<file path="config.mk">
export PLATFORM = sky130hd
export DESIGN_NAME = softmax_stream_flat
export DESIGN_NICKNAME = d
export VERILOG_FILES = /design/src/rtl/softmax_stream_if.sv /design/src/rtl/softmax_stream.sv /design/src/flat_wrapper.sv
export SDC_FILE = /design/constraint.sdc
export NUM_CORES = 2
export LEC_CHECK = 0
export CAP_MARGIN = 5
export CORE_MARGIN = 2
export CORE_UTILIZATION = 30
export CTS_CLUSTER_SIZE = 40
export DETAILED_ROUTE_END_ITERATION = 8
export HOLD_SLACK_MARGIN = 0.1
export PLACE_DENSITY = 0.52
export SLEW_MARGIN = 20
export SYNTH_ARGS = -nofsm -noshare
export SYNTH_HDL_FRONTEND = slang
export SYNTH_SLANG_ARGS = --single-unit
</file>
<file path="constraint.sdc">
create_clock -name clk_p -period 28.9 [get_ports clk_p]
set_clock_uncertainty 0.2 [all_clocks]
set_input_delay 7.225 -clock clk_p [delete_from_list [all_inputs] [get_ports clk_p]]
set_output_delay 7.225 -clock clk_p [all_outputs]
set_load 0.01 [all_outputs]
</file>
<file path="src/rtl/softmax_stream_if.sv">
// Valid/ready stream bundle for softmax_stream: score beats in, probability beats out.
// With SOFTMAX_MASK_EN defined each input lane also carries a mask bit (1 = excluded).
interface softmax_stream_if #(
  parameter int DATA_WIDTH = 8,
  parameter int LANES      = 4
);
  logic                        in_valid;
  logic                        in_ready;
  logic [LANES*DATA_WIDTH-1:0] in_data;
`ifdef SOFTMAX_MASK_EN
  logic [LANES-1:0]            in_mask;
`endif
  logic                        out_valid;
  logic                        out_ready;
  logic [LANES*8-1:0]          out_data;
  logic                        out_last;

`ifdef SOFTMAX_MASK_EN
  modport slave  (input in_valid, in_data, in_mask, out_ready,
                  output in_ready, out_valid, out_data, out_last);
  modport master (output in_valid, in_data, in_mask, out_ready,
                  input in_ready, out_valid, out_data, out_last);
`else
  modport slave  (input in_valid, in_data, out_ready,
                  output in_ready, out_valid, out_data, out_last);
  modport master (output in_valid, in_data, out_ready,
                  input in_ready, out_valid, out_data, out_last);
`endif
endinterface

</file>
<file path="src/rtl/softmax_stream.sv">
// Row-wise streaming softmax: buffer a row, find max, base-2 exp approximation, sum,
// serial reciprocal, then stream 8-bit probabilities. SOFTMAX_MASK_EN adds per-lane masking.
module softmax_stream #(
  parameter int DATA_WIDTH = 8,
  parameter int LANES      = 4,
  parameter int ROW_LEN    = 128
) (
  input logic             clk_p,
  input logic             rst_p,
  softmax_stream_if.slave strm
);
  localparam int BEATS = ROW_LEN / LANES;
  localparam int CW    = (BEATS > 1) ? $clog2(BEATS) : 1;
  localparam int DW1   = DATA_WIDTH + 1;
  localparam int SW    = 9 + $clog2(ROW_LEN) + 1;
  localparam int RW    = 17;
  localparam logic [CW-1:0] LAST_BEAT = CW'(BEATS - 1);
  localparam logic signed [DATA_WIDTH-1:0] MOST_NEG = {1'b1, {(DATA_WIDTH-1){1'b0}}};

  typedef enum logic [1:0] {LOAD = 2'd0, EXP = 2'd1, DIV = 2'd2, OUT = 2'd3} state_t;

  // d = max - x is formed one bit wider so the full signed range never wraps.
  function automatic logic [8:0] exp2_approx(input logic signed [DATA_WIDTH-1:0] mx,
                                             input logic signed [DATA_WIDTH-1:0] x);
    logic [DW1-1:0] d;
    logic [DW1-1:0] ip;
    logic [8:0]     mant;
    d  = {mx[DATA_WIDTH-1], mx} - {x[DATA_WIDTH-1], x};
    ip = d >> 2;
    case (d[1:0])
      2'd0:    mant = 9'd256;
      2'd1:    mant = 9'd215;
      2'd2:    mant = 9'd181;
      2'd3:    mant = 9'd152;
      default: mant = 9'd0;
    endcase
    if (ip >= DW1'(4'd9)) return 9'd0;
    else return mant >> ip;
  endfunction

  state_t                       state_r, state_next_s;
  logic [CW-1:0]                cnt_r;
  logic [LANES*DATA_WIDTH-1:0]  row_buf_r [BEATS];
  logic [LANES-1:0]             keep_buf_r [BEATS];
  logic signed [DATA_WIDTH-1:0] max_r, beat_max_s;
  logic                         any_r, beat_any_s;
  logic [SW-1:0]                sum_r, beat_sum_s, rem_r, rem_next_s;
  logic [SW:0]                  rem_shift_s;
  logic [RW-1:0]                quo_r, quo_next_s, recip_r;
  logic [4:0]                   div_cnt_r;
  logic                         in_ready_r, out_valid_r, out_last_r;
  logic [LANES*8-1:0]           out_data_r, prob_s;
  logic [LANES-1:0]             in_keep_s, rd_keep_s;
  logic [LANES*DATA_WIDTH-1:0]  rd_beat_s;
  logic [8:0]                   e_s [LANES];
  logic [25:0]                  prod_s [LANES];
  logic                         in_fire_s, out_fire_s, out_load_s, cnt_last_s;

`ifdef SOFTMAX_MASK_EN
  assign in_keep_s = ~strm.in_mask;
`else
  assign in_keep_s = {LANES{1'b1}};
`endif

  assign in_fire_s  = strm.in_valid && in_ready_r;
  assign out_fire_s = out_valid_r && strm.out_ready;
  assign out_load_s = (state_r == OUT) && (!out_valid_r || (strm.out_ready && !out_last_r));
  assign cnt_last_s = (cnt_r == LAST_BEAT);
  assign rd_beat_s  = row_buf_r[cnt_r];
  assign rd_keep_s  = keep_buf_r[cnt_r];

  // Fold the incoming beat's unmasked lanes into the running max.
  always_comb begin
    beat_max_s = max_r;
    beat_any_s = any_r | (|in_keep_s);
    for (int l = 0; l < LANES; l++) begin
      beat_max_s = (in_keep_s[l] &&
                    ($signed(strm.in_data[l*DATA_WIDTH +: DATA_WIDTH]) > beat_max_s))
                   ? strm.in_data[l*DATA_WIDTH +: DATA_WIDTH] : beat_max_s;
    end
  end

  // Exponentials of the addressed beat, their sum, and the scaled saturated probabilities.
  always_comb begin
    beat_sum_s = '0;
    prob_s     = '0;
    for (int l = 0; l < LANES; l++) begin
      e_s[l]    = 9'd0;
      prod_s[l] = 26'd0;
    end
    for (int l = 0; l < LANES; l++) begin
      e_s[l]     = rd_keep_s[l] ? exp2_approx(max_r, rd_beat_s[l*DATA_WIDTH +: DATA_WIDTH]) : 9'd0;
      beat_sum_s = beat_sum_s + SW'(e_s[l]);
      prod_s[l]  = e_s[l] * recip_r;
      prob_s[l*8 +: 8] = (prod_s[l][25:16] > 10'd255) ? 8'd255 : prod_s[l][23:16];
    end
  end

  // Restoring divide step for 2^24 / sum; the dividend's only set bit enters first.
  always_comb begin
    rem_shift_s = {rem_r, (div_cnt_r == 5'd0)};
    if (rem_shift_s >= {1'b0, sum_r}) begin
      rem_next_s = SW'(rem_shift_s - {1'b0, sum_r});
      quo_next_s = {quo_r[RW-2:0], 1'b1};
    end else begin
      rem_next_s = rem_shift_s[SW-1:0];
      quo_next_s = {quo_r[RW-2:0], 1'b0};
    end
  end

  // Next-state logic.
  always_comb begin
    state_next_s = state_r;
    case (state_r)
      LOAD:    if (in_fire_s && cnt_last_s) state_next_s = EXP;
               else state_next_s = LOAD;
      EXP:     if (cnt_last_s) state_next_s = any_r ? DIV : OUT;
               else state_next_s = EXP;
      DIV:     if (div_cnt_r == 5'd24) state_next_s = OUT;
               else state_next_s = DIV;
      OUT:     if (out_fire_s && out_last_r) state_next_s = LOAD;
               else state_next_s = OUT;
      default: state_next_s = LOAD;
    endcase
  end

  // State register.
  always_ff @(posedge clk_p or posedge rst_p) begin
    if (rst_p) state_r <= LOAD;
    else       state_r <= state_next_s;
  end

  // Row storage; always written before it is read, so it carries no reset.
  always_ff @(posedge clk_p) begin
    if (in_fire_s) begin
      row_buf_r[cnt_r]  <= strm.in_data;
      keep_buf_r[cnt_r] <= in_keep_s;
    end
  end

  // Counters, max/sum/divider and the registered output beat.
  always_ff @(posedge clk_p or posedge rst_p) begin
    if (rst_p) begin
      cnt_r       <= '0;
      max_r       <= MOST_NEG;
      any_r       <= 1'b0;
      sum_r       <= '0;
      rem_r       <= '0;
      quo_r       <= '0;
      recip_r     <= '0;
      div_cnt_r   <= 5'd0;
      in_ready_r  <= 1'b0;
      out_valid_r <= 1'b0;
      out_data_r  <= '0;
      out_last_r  <= 1'b0;
    end else begin
      in_ready_r <= (state_next_s == LOAD);
      case (state_r)
        LOAD: begin
          sum_r     <= '0;
          rem_r     <= '0;
          quo_r     <= '0;
          div_cnt_r <= 5'd0;
          if (in_fire_s) begin
            cnt_r <= cnt_last_s ? '0 : cnt_r + 1'b1;
            max_r <= beat_max_s;
            any_r <= beat_any_s;
          end
        end
        EXP: begin
          sum_r <= sum_r + beat_sum_s;
          cnt_r <= cnt_last_s ? '0 : cnt_r + 1'b1;
          if (cnt_last_s && !any_r) recip_r <= '0;
        end
        DIV: begin
          rem_r     <= rem_next_s;
          quo_r     <= quo_next_s;
          div_cnt_r <= div_cnt_r + 5'd1;
          if (div_cnt_r == 5'd24) recip_r <= quo_next_s;
        end
        OUT: begin
          if (out_load_s) begin
            out_valid_r <= 1'b1;
            out_data_r  <= prob_s;
            out_last_r  <= cnt_last_s;
            cnt_r       <= cnt_last_s ? '0 : cnt_r + 1'b1;
          end else if (out_fire_s) begin
            out_valid_r <= 1'b0;
            out_data_r  <= '0;
            out_last_r  <= 1'b0;
            max_r       <= MOST_NEG;
            any_r       <= 1'b0;
          end
        end
        default: cnt_r <= '0;
      endcase
    end
  end

  assign strm.in_ready  = in_ready_r;
  assign strm.out_valid = out_valid_r;
  assign strm.out_data  = out_data_r;
  assign strm.out_last  = out_last_r;
endmodule

</file>
<file path="src/flat_wrapper.sv">
// flat-port wrapper written by rule: the top's interface ports become plain ports
module softmax_stream_flat 
#(
  parameter int DATA_WIDTH = 8,
  parameter int LANES      = 4,
  parameter int ROW_LEN    = 128
)
  (clk_p, rst_p, strm_in_valid, strm_in_data, strm_out_ready, strm_in_ready, strm_out_valid, strm_out_data, strm_out_last);
  softmax_stream_if #(.DATA_WIDTH(DATA_WIDTH), .LANES(LANES)) strm_i ();
  input logic clk_p;
  input logic rst_p;
  input wire logic [$bits(strm_i.in_valid)-1:0] strm_in_valid;
  input wire logic [$bits(strm_i.in_data)-1:0] strm_in_data;
  input wire logic [$bits(strm_i.out_ready)-1:0] strm_out_ready;
  output wire logic [$bits(strm_i.in_ready)-1:0] strm_in_ready;
  output wire logic [$bits(strm_i.out_valid)-1:0] strm_out_valid;
  output wire logic [$bits(strm_i.out_data)-1:0] strm_out_data;
  output wire logic [$bits(strm_i.out_last)-1:0] strm_out_last;
  assign strm_i.in_valid = strm_in_valid;
  assign strm_i.in_data = strm_in_data;
  assign strm_i.out_ready = strm_out_ready;
  assign strm_in_ready = strm_i.in_ready;
  assign strm_out_valid = strm_i.out_valid;
  assign strm_out_data = strm_i.out_data;
  assign strm_out_last = strm_i.out_last;
  softmax_stream #(.DATA_WIDTH(DATA_WIDTH), .LANES(LANES), .ROW_LEN(ROW_LEN)) u_core (.clk_p(clk_p), .rst_p(rst_p), .strm(strm_i));
endmodule
</file>
==> impl_results.md <==
* Post-synthesis average cell area at about 13 um^2
* HPWL after detailed placement at 121300 um
* Fraction of post-synthesis cell area in the top cell type by area at 45.55%
* Cell at the root of the clock tree: sky130_fd_sc_hd__clkbuf_16
* Data arrival time of the critical path at 16.63 ns
* Most frequent cell on the critical path: sky130_fd_sc_hd__o21a_1
* Number of filler instances in the final layout at 22020
* Setup repair after global routing missed its margin: no
* Hold depth at 2
* Row cnt at approximately 170
* Final design utilization at about 34%
* Share of cells above drive strength 1 at about an eighth
* Vias in the first global route at 43510
* Io pins at around 70
* Overall die height at 478.4 um
* Chip Width at 478.4 um
* Worst Setup End Kind: flip-flop
* Number of resized instances in the post-cts repair step at 0
* Max Clk Rate at slightly above 60 MHz
* Total via count after detailed routing at roughly 42000
* Number of nets with antenna violations after routing at 0
* Count of non-filler cells in the finished layout at roughly 8200
* Latest clock arrival within the worst-skew pair at 0.82 ns
* Total power after layout at roughly 6.2 mW
* # setup viols final at 0
* Netlist cell types at 104
* Cell type with the highest aggregate area in the netlist: sky130_fd_sc_hd__edfxtp_1
* IR Drop Worst-Case VDD at between 0.1 and 0.15 mV
* Fin crit share at 55.80%
* Critical path start-end classification: primary input to flip-flop
* Final Critical Period at 16.13 ns
* Number of enable flip-flop cells after synthesis at around 1000
* TritonCTS clock tree: built
* Biggest fanout along the worst timing path at 34
* FF+latch area at about 34000 um^2
* Share of synthesized flip-flops with an asynchronous set or reset at a little over a tenth
* Antenna violations before repair at 10
* Leading cell types in the layout, fill and taps excluded: 1024 x sky130_fd_sc_hd__edfxtp_1, 608 x sky130_fd_sc_hd__inv_1, 580 x sky130_fd_sc_hd__nand2_1
* Multi-input gate area in the final layout at just over 30000 um^2
* Total negative slack for setup checks at 0 ns
* Flop-to-flop setup slack at 16.93 ns
* Port buffer count at 70
* Hold buffers post-CTS at 0
* Maximum number of pins on one net before global-route repair at 84
* Syn Inst Count at between 5000 and 6000
* Total detailed-routing wirelength at 198300 um
* Pwr Density at just over 80 nW/um^2
* Total placed cells including tap cells at around 8000
* Maximum number of buffers from clock root to sink at 3
* Tot GR Track Use at 17.20%
* Most used flip-flop cell after synthesis: sky130_fd_sc_hd__edfxtp_1
* Die area at around 230000 um^2
* Clock transition at the registers of the reported paths at ~0.06 ns
* Final hold vios at 0
* Number of post-CTS setup repair buffers at 0
* Clock sink count at between 1000 and 1500
* Crit start category: primary input
* Worst Reg2Reg Path Length in Cells at 36
* Initial Utilization at a little under a third
* Remaining global-route overflow at 0
* Cell types occupying the most area after synthesis: sky130_fd_sc_hd__edfxtp_1 46%, sky130_fd_sc_hd__fa_1 13%, sky130_fd_sc_hd__mux4_2 8.6%
* Final estimated routing congestion in global placement at between 0.8 and 0.9
* Hold wc startpoint: u_core.quo_r[6]
* Class of the tightest hold or removal check: flip-flop to flip-flop
* Core Footprint at between 200000 and 250000 um^2
* Launch instance of the worst register-to-register path: u_core.cnt_r[0]
* Routed wire per std cell at ~24 um
* Worst Hold Endpoint: u_core.quo_r[6]
* Worst flop-to-flop path endpoint: u_core.strm.out_data[18]
* Wire length of the first global-routing pass at between 200000 and 300000 um
* Critical path required time at just under 30 ns
* Post-Synthesis Net Count at 5838
* Cell with the largest stage delay on the worst path: sky130_fd_sc_hd__a31oi_2
* Leakage Power at between 20 and 30 nW
* Per-cell via count in the routed design at about 5.1
* Crit-path max cell delay at roughly 0.6 ns
* Remaining max-slew budget at the tightest pin at 29.78%
* Slew Limit Fails at 0
* Status: completed
* Number of register bits inferred by synthesis at 1147
* Ys Warns at 0
* TritonCTS Buffers at 121
* Share of synthesized area occupied by flip-flops and latches at approximately half
* Max Cap Viol at 0
* Cell Area, Synth at approximately 68000 um^2
* Most common cell after layout, fill and taps aside: sky130_fd_sc_hd__edfxtp_1
* Detailed-router iteration count before antenna repair at 5
* H-Tree Depth at 3
* Count of nets after finishing at 5939
* Transition at the pin with the smallest max-transition slack at between 1 and 1.5 ns
* Total DRC errors in the routed layout at 0
* Relative area change from synthesis to final layout at 12.92%
* Violation count after the first detailed-routing iteration at ~3800
critical path: cells and delay by family:
kind                       cells  cell delay, ns
muxes                          1            0.38
and+or+nand+nor               11            1.94
buffers and inverters          2            0.84
AOI/OAI and AO/OA             27            5.04
adders and majority gates      4            1.16
sequential cells by signal, indices dropped and copies added (netlist names):
signal	flops
u_core.state_r	2
u_core.strm.in_ready	1
u_core.row_buf_r	1024
u_core.rem_r	17
u_core.recip_r	17
u_core.sum_r	17
u_core.quo_r	16
u_core.strm.out_last	1
u_core.strm.out_data	32
u_core.div_cnt_r	5
u_core.any_r	1
u_core.strm.out_valid	1
u_core.max_r	8
u_core.cnt_r	5
worst max-delay path by stage:
| stage | start | end | slack (ns) |
|---|---|---|---|
| final | strm_in_data[1] | u_core.max_r[4] | 12.77 |
| after global routing | strm_in_data[1] | u_core.max_r[4] | 12.14 |
| after CTS | strm_in_data[3] | u_core.max_r[4] | 12.46 |
| after detailed placement | strm_in_data[3] | u_core.max_r[4] | 11.57 |
| after global placement | strm_in_data[3] | u_core.max_r[1] | 11.62 |
| after floorplan | strm_in_data[1] | u_core.max_r[1] | 13.90 |
cell families after synthesis:
| group | after synthesis | synth area share, % |
|---|---|---|
| and+or+nand+nor | 1251 | 8.998 |
| DFF | 1147 | 50.11 |
| buffers and inverters | 863 | 4.834 |
| adders and majority gates | 744 | 18.73 |
| AOI/OAI and AO/OA | 656 | 6.715 |
| muxes | 307 | 9.345 |
| xor gates and xnor gates | 90 | 1.271 |
metrics by stage:
| stage | hold WS (ns) | setup slack [ns] | instance area [um^2] |
|---|---|---|---|
| detailed placement | 0.2587 | 11.57 | 72540 |
| floorplan | 0.2417 | 13.90 | 67510 |
| CTS | 0.2729 | 12.46 | 76230 |
| finish | 0.2708 | 12.77 | 76230 |
| global route | 0.2890 | 12.14 | 76230 |
| global placement | 0.2541 | 11.62 | 72530 |
per-layer routing:
layer  up-vias  GRT usage, %  part of all wire (%)
met5         -             0                 0.025
met4         8         4.259                   2.4
met3       243         2.347                   5.6
met2      1169         29.09                    49
met1     22220         23.25                    43
li1      18200             -                     -
final cells by class:
cell class | instances | share of cell area [%]
antenna | 3 | 0.009848
clock buffer | 166 | 4.207
clock inverter | 52 | 0.6368
inverter | 609 | 3.005
multi-input combinational | 3048 | 40.35
sequential | 1147 | 44.39
tap | 2992 | 4.911
timing repair buffer | 232 | 2.495
power breakdown:
part	internal [mW]	leakage (nW)	switching, mW	total [mW]
registers	1.85	10.8	0.0694	1.92
clock network	0.813	1.80	0.672	1.49
logic	1.11	16.3	1.70	2.81
total	3.77	28.9	2.44	6.22
Yosys cell counts, drive strengths merged, types with 29 or more instances:
cell type and count:
a21oi 115, nand4 29, and4 32, nand2 580, a31oi 30, inv 609, clkbuf 195, o21ai 142
fa 444, mux4 257, and3 33, mux2i 40, xnor2 53, nand3 48, ha 300, a21o 58
xor2 36, and2 237, dfrtp 122, a22oi 129, edfxtp 1024, nor3 41, nor2 141, buf 59
(Power assumes the default switching activity.)
